<file path="config.mk">
export PLATFORM = sky130hd
export DESIGN_NAME = mux_scan
export DESIGN_NICKNAME = d
export VERILOG_FILES = /design/src/rtl/mux_scan.sv
export SDC_FILE = /design/constraint.sdc
export NUM_CORES = 1
export LEC_CHECK = 0
export CAP_MARGIN = 20
export CORE_UTILIZATION = 60
export DETAILED_ROUTE_END_ITERATION = 6
export GPL_TIMING_DRIVEN = 0
export PLACE_DENSITY = 0.82
export REMOVE_ABC_BUFFERS = 1
export SLEW_MARGIN = 25
export SYNTH_ARGS = -nofsm -noshare
export SYNTH_HDL_FRONTEND = slang
export SYNTH_SLANG_ARGS = --single-unit
export TNS_END_PERCENT = 50
</file>
<file path="constraint.sdc">
create_clock -name clk -period 5.1 [get_ports clk]
set_input_delay 0.765 -clock clk [delete_from_list [all_inputs] [get_ports clk]]
set_output_delay 0.765 -clock clk [all_outputs]
set_load 0.005 [all_outputs]
</file>
<file path="src/rtl/mux_scan.sv">
// mux_scan: 4-to-1 switch collector, manual select or round-robin scan with a dwell time.
// Latency: sw->out_led 1 clk (3 clk when built with SYNC_IN_EN); sel_in->select 1 clk.
// Backpressure: none; free-running, every output is updated on every clk edge.
// Build option: define SYNC_IN_EN to pass sw through a 2-flop synchroniser.

module mux_scan #(
  parameter int DWELL = 1000,
  parameter int CNT_W = 32
) (
  input  logic       clk,
  input  logic       rst,
  input  logic [3:0] sw,
  input  logic [1:0] sel_in,
  input  logic       auto,
  input  logic       hold,
  output logic       out_led,
  output logic [1:0] select,
  output logic [3:0] ch_led,
  output logic       wrap
);

  // Operating mode decoded from {auto, hold}; hold wins over auto.
  typedef enum logic [1:0] {
    MANUAL = 2'd0,
    FROZEN = 2'd1,
    SCAN   = 2'd2
  } mode_t;

  localparam logic [CNT_W-1:0] LAST = CNT_W'(DWELL - 1);

  logic [3:0]       sw_s;
  logic [CNT_W-1:0] cnt;
  logic [CNT_W-1:0] cnt_nxt;
  logic [1:0]       sel_nxt;
  logic             wrap_nxt;
  mode_t            mode;

`ifdef SYNC_IN_EN
  logic [3:0] sw_meta;
  logic [3:0] sw_sync;

  // Two-flop synchroniser: sw is asynchronous to clk in this build.
  always_ff @(posedge clk) begin
    if (rst) begin
      sw_meta <= 4'b0000;
      sw_sync <= 4'b0000;
    end else begin
      sw_meta <= sw;
      sw_sync <= sw_meta;
    end
  end

  assign sw_s = sw_sync;
`else
  assign sw_s = sw;
`endif

  // Mode decode: hold freezes regardless of auto.
  always_comb begin
    mode = MANUAL;
    if (hold)
      mode = FROZEN;
    else if (auto)
      mode = SCAN;
  end

  // Next select / dwell counter / wrap pulse for the current mode.
  always_comb begin
    sel_nxt  = select;
    cnt_nxt  = cnt;
    wrap_nxt = 1'b0;
    unique case (mode)
      MANUAL: begin
        sel_nxt = sel_in;
        cnt_nxt = '0;
      end
      FROZEN: begin
        sel_nxt = select;
        cnt_nxt = cnt;
      end
      SCAN: begin
        if (cnt == LAST) begin
          // End of dwell: step channel; the 3->0 step raises wrap.
          cnt_nxt  = '0;
          sel_nxt  = select + 2'd1;
          wrap_nxt = (select == 2'd3);
        end else begin
          cnt_nxt = cnt + CNT_W'(1);
        end
      end
      default: begin
        sel_nxt = select;
        cnt_nxt = cnt;
      end
    endcase
  end

  // Select, counter and wrap registers; reset aborts any dwell in progress.
  always_ff @(posedge clk) begin
    if (rst) begin
      select <= 2'd0;
      cnt    <= '0;
      wrap   <= 1'b0;
    end else begin
      select <= sel_nxt;
      cnt    <= cnt_nxt;
      wrap   <= wrap_nxt;
    end
  end

  // Output register samples the switch picked by the current select.
  always_ff @(posedge clk) begin
    if (rst)
      out_led <= 1'b0;
    else
      out_led <= sw_s[select];
  end

  // One-hot channel indicator, always exactly one bit set.
  always_comb begin
    ch_led = 4'b0001 << select;
  end

endmodule

</file>
==> qor.txt, run 1 <==
status = completed
CTS clk-pin slew, worst paths = 100 ps
max cap viols = 0
initial antenna violation count = 0
CP max FO = 29
Area Growth Syn to Fin = 10.13%
vias in the first global route = 1693
Chip Width = 60.46 microns
vias per cell = 6.471
post-cts hold buffer count = 0
sequential area share after synthesis = 35.14%
startpoint types = input port
Setup crit end kind = flop
first-pass GRT wire length = 7797 microns
Place WS = 1651 ps
CP Data Arrival Time = 3410 ps
number of core rows = 20
RSZ-0062 raised after global routing = false
Avg Inst Size Synth = 7.918 sq um
Yosys reg bits = 36
CTS Root Cell = clkbuf_4
H-tree levels = 2
peak supply drop = 0.1688 mV
initial DRC count = 167
CTS tree = done
Final WS setup = 1966 ps
Initial Utilization = 65.04%
ant diodes = 0
io pins = 18
Die H = 60.46 microns
clock buffer depth = 2
number of distinct library cells after synthesis = 51
Top FF cell, synth = dfxtp_1
final WL = 4829 microns
PortBufs = 17
Routed WL per cell = 15.38 microns
minimum clock period = 3134 ps
Post-Route Setup TNS = 0 ps
Slew @ Worst Pin = 873.7 ps
GRT Total Usage = 29.07%
Post-Syn Area = 2051 sq um
number of flops mapped to enable cells by yosys = 0
drt drc = 0
CTS resizes = 0
Final Wtd Congestion = 0.8366
core footprint = 3153 sq um
endpoints failing setup = 0
DR vias = 2032
Critical Path RT = 5380 ps
fmax = 319.1 MHz
Fin. Hold Viols = 0
die area = 3655 sq um
Clock Skew = 9.489 ps
P_leak = 0.0006543 uW
Clock Sinks = 36
largest net degree at the start of global routing = 30
max-slew violations = 0
final worst-path cycle share = 61.45%
P per Cell Area = 217.8 nW/um^2
TritonCTS Buffers = 5
DR pass1 iterations = 4
WS Path Type = in -> reg
Hold Path Class = reg -> reg
Routed Antenna Nets = 0
post-DP HPWL = 3410 microns
setup bufs post-CTS = 0
Overflow after GRT = 0
Mapped Cells = 259
Yosys warning count = 0
relative slew slack = 41.75%
clk_lat worst skew = 350 ps
Final nets = 284
Post-synth ARST share = 0%
share of cells above drive strength 1 = 6.667%
-- per-layer routing --
layer	part of all wire, %	global-route usage (%)	vias to the layer above
met3	5.7	5.970	14
li1	-	-	1004
met1	47	39.26	942
met4	2.3	12.34	0
met2	45	45.21	72
met5	0	0	-
-- layout by cell type, fill, tap and decap left out, drive strengths merged, types with 7 or more instances in the layout --
cell           Yosys  layout
nand3              9       9
nor3               8       8
clkdlybuf4s50      0      17
o21ai             18      18
or4                7       7
nor2              10      10
or3               14      14
a21oi             24      24
dfxtp             36      36
nand4             14      14
nor4               8       8
clkbuf             9       8
a31oi             14      14
nand2             31      31
-- stage by stage --
| step | util, % | std cells | hold WS, ps | instance area (sq um) | total power (uW) |
|---|---|---|---|---|---|
| final | 71.63 | 314 | 491.2 | 2258 | 491.8 |
| after detailed placement | 69.76 | 306 | 473.0 | 2200 | 337.8 |
| after global routing | 71.63 | 314 | 508.0 | 2258 | 508.3 |
| after CTS | 71.63 | 314 | 498.8 | 2258 | 495.0 |
| after floorplan | - | 244 | 435.2 | 1967 | 313.7 |
| after global placement | 69.52 | 305 | 464.2 | 2192 | 336.3 |
-- critical path: stages --
cell,delay (ps)
clkdlybuf4s50_1,780
nor2b_1,480
and2b_1,220
o21a_1,710
o21ai_0,230
a31oi_1,220
-- area by class of cell --
cell class / instances / area (sq um)
tap: 44 / 55.05
multi-input combinational: 202 / 1224
fill: 272 / 894.6
inverter: 6 / 22.52
clock buffer: 8 / 58.81
timing repair buffer: 18 / 177.7
sequential: 36 / 720.7
-- cell usage after synthesis, types with 3 or more instances --
cell,n,share of area (%)
nand2b_1,4,1.2
ha_1,5,3.1
nand3_1,9,2.2
nor2_1,10,1.8
a41oi_1,3,1.3
nand4_1,13,4.0
nor4_1,7,2.1
clkbuf_1,7,1.3
nand2_1,31,5.7
o31ai_1,3,1.1
o21ai_0,18,4.4
a21oi_1,24,5.9
a31oi_1,14,4.3
nor3_1,8,2.0
inv_1,6,1.1
or3_1,14,4.3
dfxtp_1,36,35
or4_1,5,1.8
-- path summary, 6_finish.rpt --
kind / start / endpoint / slack, ps / cells past startpoint
setup / recovery: hold / cnt[21] / 1970 / 6
hold / removal: cnt[31] / cnt[31] / 490 / 1
setup reg to reg: cnt[0] / cnt[6] / 2830 / 7
hold reg to reg: cnt[31] / cnt[31] / 490 / 1
-- power breakdown --
group	internal, uW	total [uW]	switching (uW)
logic	21.3	43.6	22.3
registers	284	288	3.53
clock network	68.0	160	92.5
-- logic make-up (layout without fill, tap and decap cells) --
group	Yosys count	after routing	share of synthesized area (%)
compound gates	74	74	21.72
fa+ha+maj	5	5	3.051
buf+inv	21	32	5.186
flops	36	36	35.14
mux	4	4	2.623
simple gates	119	119	32.28
-- state kept, by name, summed over array words and instances, names as in the netlist --
| name | count |
|---|---|
| cnt | 32 |
| select | 2 |
| out_led | 1 |
| wrap | 1 |
No activity file was read; power rests on OpenSTA's default activity.
==> run 2: changes to the inputs <==
CORE_UTILIZATION = 57   (was 60)
PLACE_DENSITY = 0.79   (was 0.82)
clock period = 3.13 ns   (was 5.1 ns; I/O delays follow)
==> run 2 against run 1 <==
  * Clock-buffer cell count stayed put
  * Routed wire length down 1.2%
  * Critical endpoint is now cnt[5]
  * Clock skew about the same
  * Cell count up 0.64%
  * Sequential power grew 63%
==> qor.txt, run 2 (synthesized netlist as in run 1, its figures left out) <==
r2r worst-path depth = 7 (unchanged)
RR Startpoint = cnt[0]
placed insts = 308 (+0.65%)
drt drc = 0 (unchanged)
DR vias = 1943 (-4.4%)
post-DP HPWL = 3316 microns (-2.8%)
P_leak = 0.0006543 uW (unchanged)
Worst Hold End = cnt[31]
Chip Width = 61.98 microns (+2.5%)
largest registers = cnt (32), select (2)
io pins = 18 (unchanged)
Area Growth Syn to Fin = 10.25%
CP Data Arrival Time = 3140 ps (-270 ps)
relative slew slack = 37.77% (-4.0 points)
ant diodes = 0 (unchanged)
Place WS = -24.02 ps (-1675 ps)
initial antenna violation count = 0 (unchanged)
max reg flops = 32 (unchanged)
Clock Sinks = 36 (unchanged)
Largest Register = cnt
post-cts hold buffer count = 0 (unchanged)
Hold Path Depth = 1 (unchanged)
slowest CP cell = clkdlybuf4s50_1
clk_lat worst skew = 340 ps (about the same)
vias per cell = 6.149 (-5.0%)
Die H = 61.98 microns (+2.5%)
Clock Skew = 9.980 ps (+0.4908 ps)
Critical Path RT = 3410 ps (-1970 ps)
CP max stage delay = 760 ps (-20 ps)
RSZ-0062 raised after global routing = false
Initial Utilization = 60.50% (-4.5 points)
Setup crit end kind = flop
CTS resizes = 0 (unchanged)
share of cells above drive strength 1 = 6.667% (unchanged)
Final WS setup = 263.9 ps (-1702 ps)
largest net degree at the start of global routing = 30 (unchanged)
final worst-path cycle share = 91.57%
minimum clock period = 2866 ps
vias in the first global route = 1668 (-1.5%)
first-pass GRT wire length = 7672 microns (-1.6%)
initial DRC count = 144 (-14%)
total chip power = 810.5 uW (+65%)
commonest non-fill, non-tap cells in the layout = dfxtp_1 (36), nand2_1 (31), a21oi_1 (24), o21ai_0 (17), clkdlybuf4s50_1 (17)
GRT Total Usage = 27.36% (-1.7 points)
Routed WL per cell = 15.10 microns (-1.8%)
PortBufs = 17 (unchanged)
DR pass1 iterations = 4 (unchanged)
Buffers & Inverters on Critical Path = 1 (unchanged)
Hold Path Class = reg -> reg
CTS Root Cell = clkbuf_4
P per Cell Area = 358.5 nW/um^2 (+65%)
max cap viols = 0 (unchanged)
Overflow after GRT = 0 (unchanged)
die area = 3842 sq um (+5.1%)
fmax = 348.9 MHz
Final nets = 284 (unchanged)
TritonCTS Buffers = 5 (unchanged)
Hold Startpoint = cnt[31]
CP max FO = 29 (unchanged)
R2R setup slack = 850 ps (-1980 ps)
crit-path cells = clkdlybuf4s50_1 > nor2b_1 > and2b_1 > o21a_1 > o21ai_0 > a31oi_1
Final Non-Filler Cells = 316 (+0.64%)
final WL = 4772 microns (-1.2%)
Fin. Hold Viols = 0 (unchanged)
Fin Hold WS = 494.4 ps (+3.142 ps)
peak supply drop = 0.2303 mV (+36%)
most common cell after layout, fill and taps aside = dfxtp_1
H-tree levels = 2 (unchanged)
reg2reg end = cnt[6]
WS Path Type = in -> reg
max-slew violations = 0 (unchanged)
kind of cell adding the most delay to the critical path = compound AO/OA/AOI/OAI gates
Final Wtd Congestion = 0.8324 (-0.50%)
endpoints failing setup = 0 (unchanged)
Routed Antenna Nets = 0 (unchanged)
core footprint = 3390 sq um (+7.5%)
setup bufs post-CTS = 0 (unchanged)
CTS tree = done
number of core rows = 21 (+5.0%)
CTS clk-pin slew, worst paths = 120 ps (+20 ps)
status = completed
Slew @ Worst Pin = 933.4 ps (+59.72 ps)
clock buffer depth = 2 (unchanged)
startpoint types = input port
[run 2: cell counts in the layout (fill, tap and decap cells not counted)]
Identical to the previous run, type by type.
[run 2: per-layer routing]
metal | GRT usage, % | share of wire, %
met1 | 37.88 | 48
met2 | 41.64 | 45
met3 | 6.418 | 5.0
met4 | 9.524 | 1.1
met5 | 0 | 0
[run 2: worst max path at each step]
stage / from / to / slack [ps] / cells after the start
6_report: hold / cnt[5] / 260 / 6
5_1_grt: hold / cnt[30] / 60 / 6
4_1_cts: hold / cnt[16] / 330 / 6
3_5_place_dp: hold / cnt[16] / -20 / 6
3_3_place_gp: hold / cnt[6] / -270 / 5
2_1_floorplan: cnt[0] / cnt[11] / 950 / 6
[run 2: layout make-up]
cell class / count / area [sq um]
clock buffers: 8 / 58.81
fillers: 313 / 1129
inverters: 6 / 22.52
multi-input cells: 202 / 1224
flip-flops and latches: 36 / 720.7
well taps: 46 / 57.56
repair buffers: 18 / 177.7
[run 2: per-stage QoR]
step / utilization, % / instance area, sq um / setup TNS (ps)
6_report: 66.70 / 2261 / 0
5_1_grt: 66.70 / 2261 / 0
4_1_cts: 66.70 / 2261 / 0
3_5_place_dp: 64.97 / 2202 / -27.98
3_3_place_gp: 64.75 / 2195 / -692.2
2_1_floorplan: - / 1967 / 0
[run 2: power breakdown]
part           internal, uW  switching [uW]
logic                  34.8            35.8
clock network           111             160
registers               463            5.71
total                   609             201
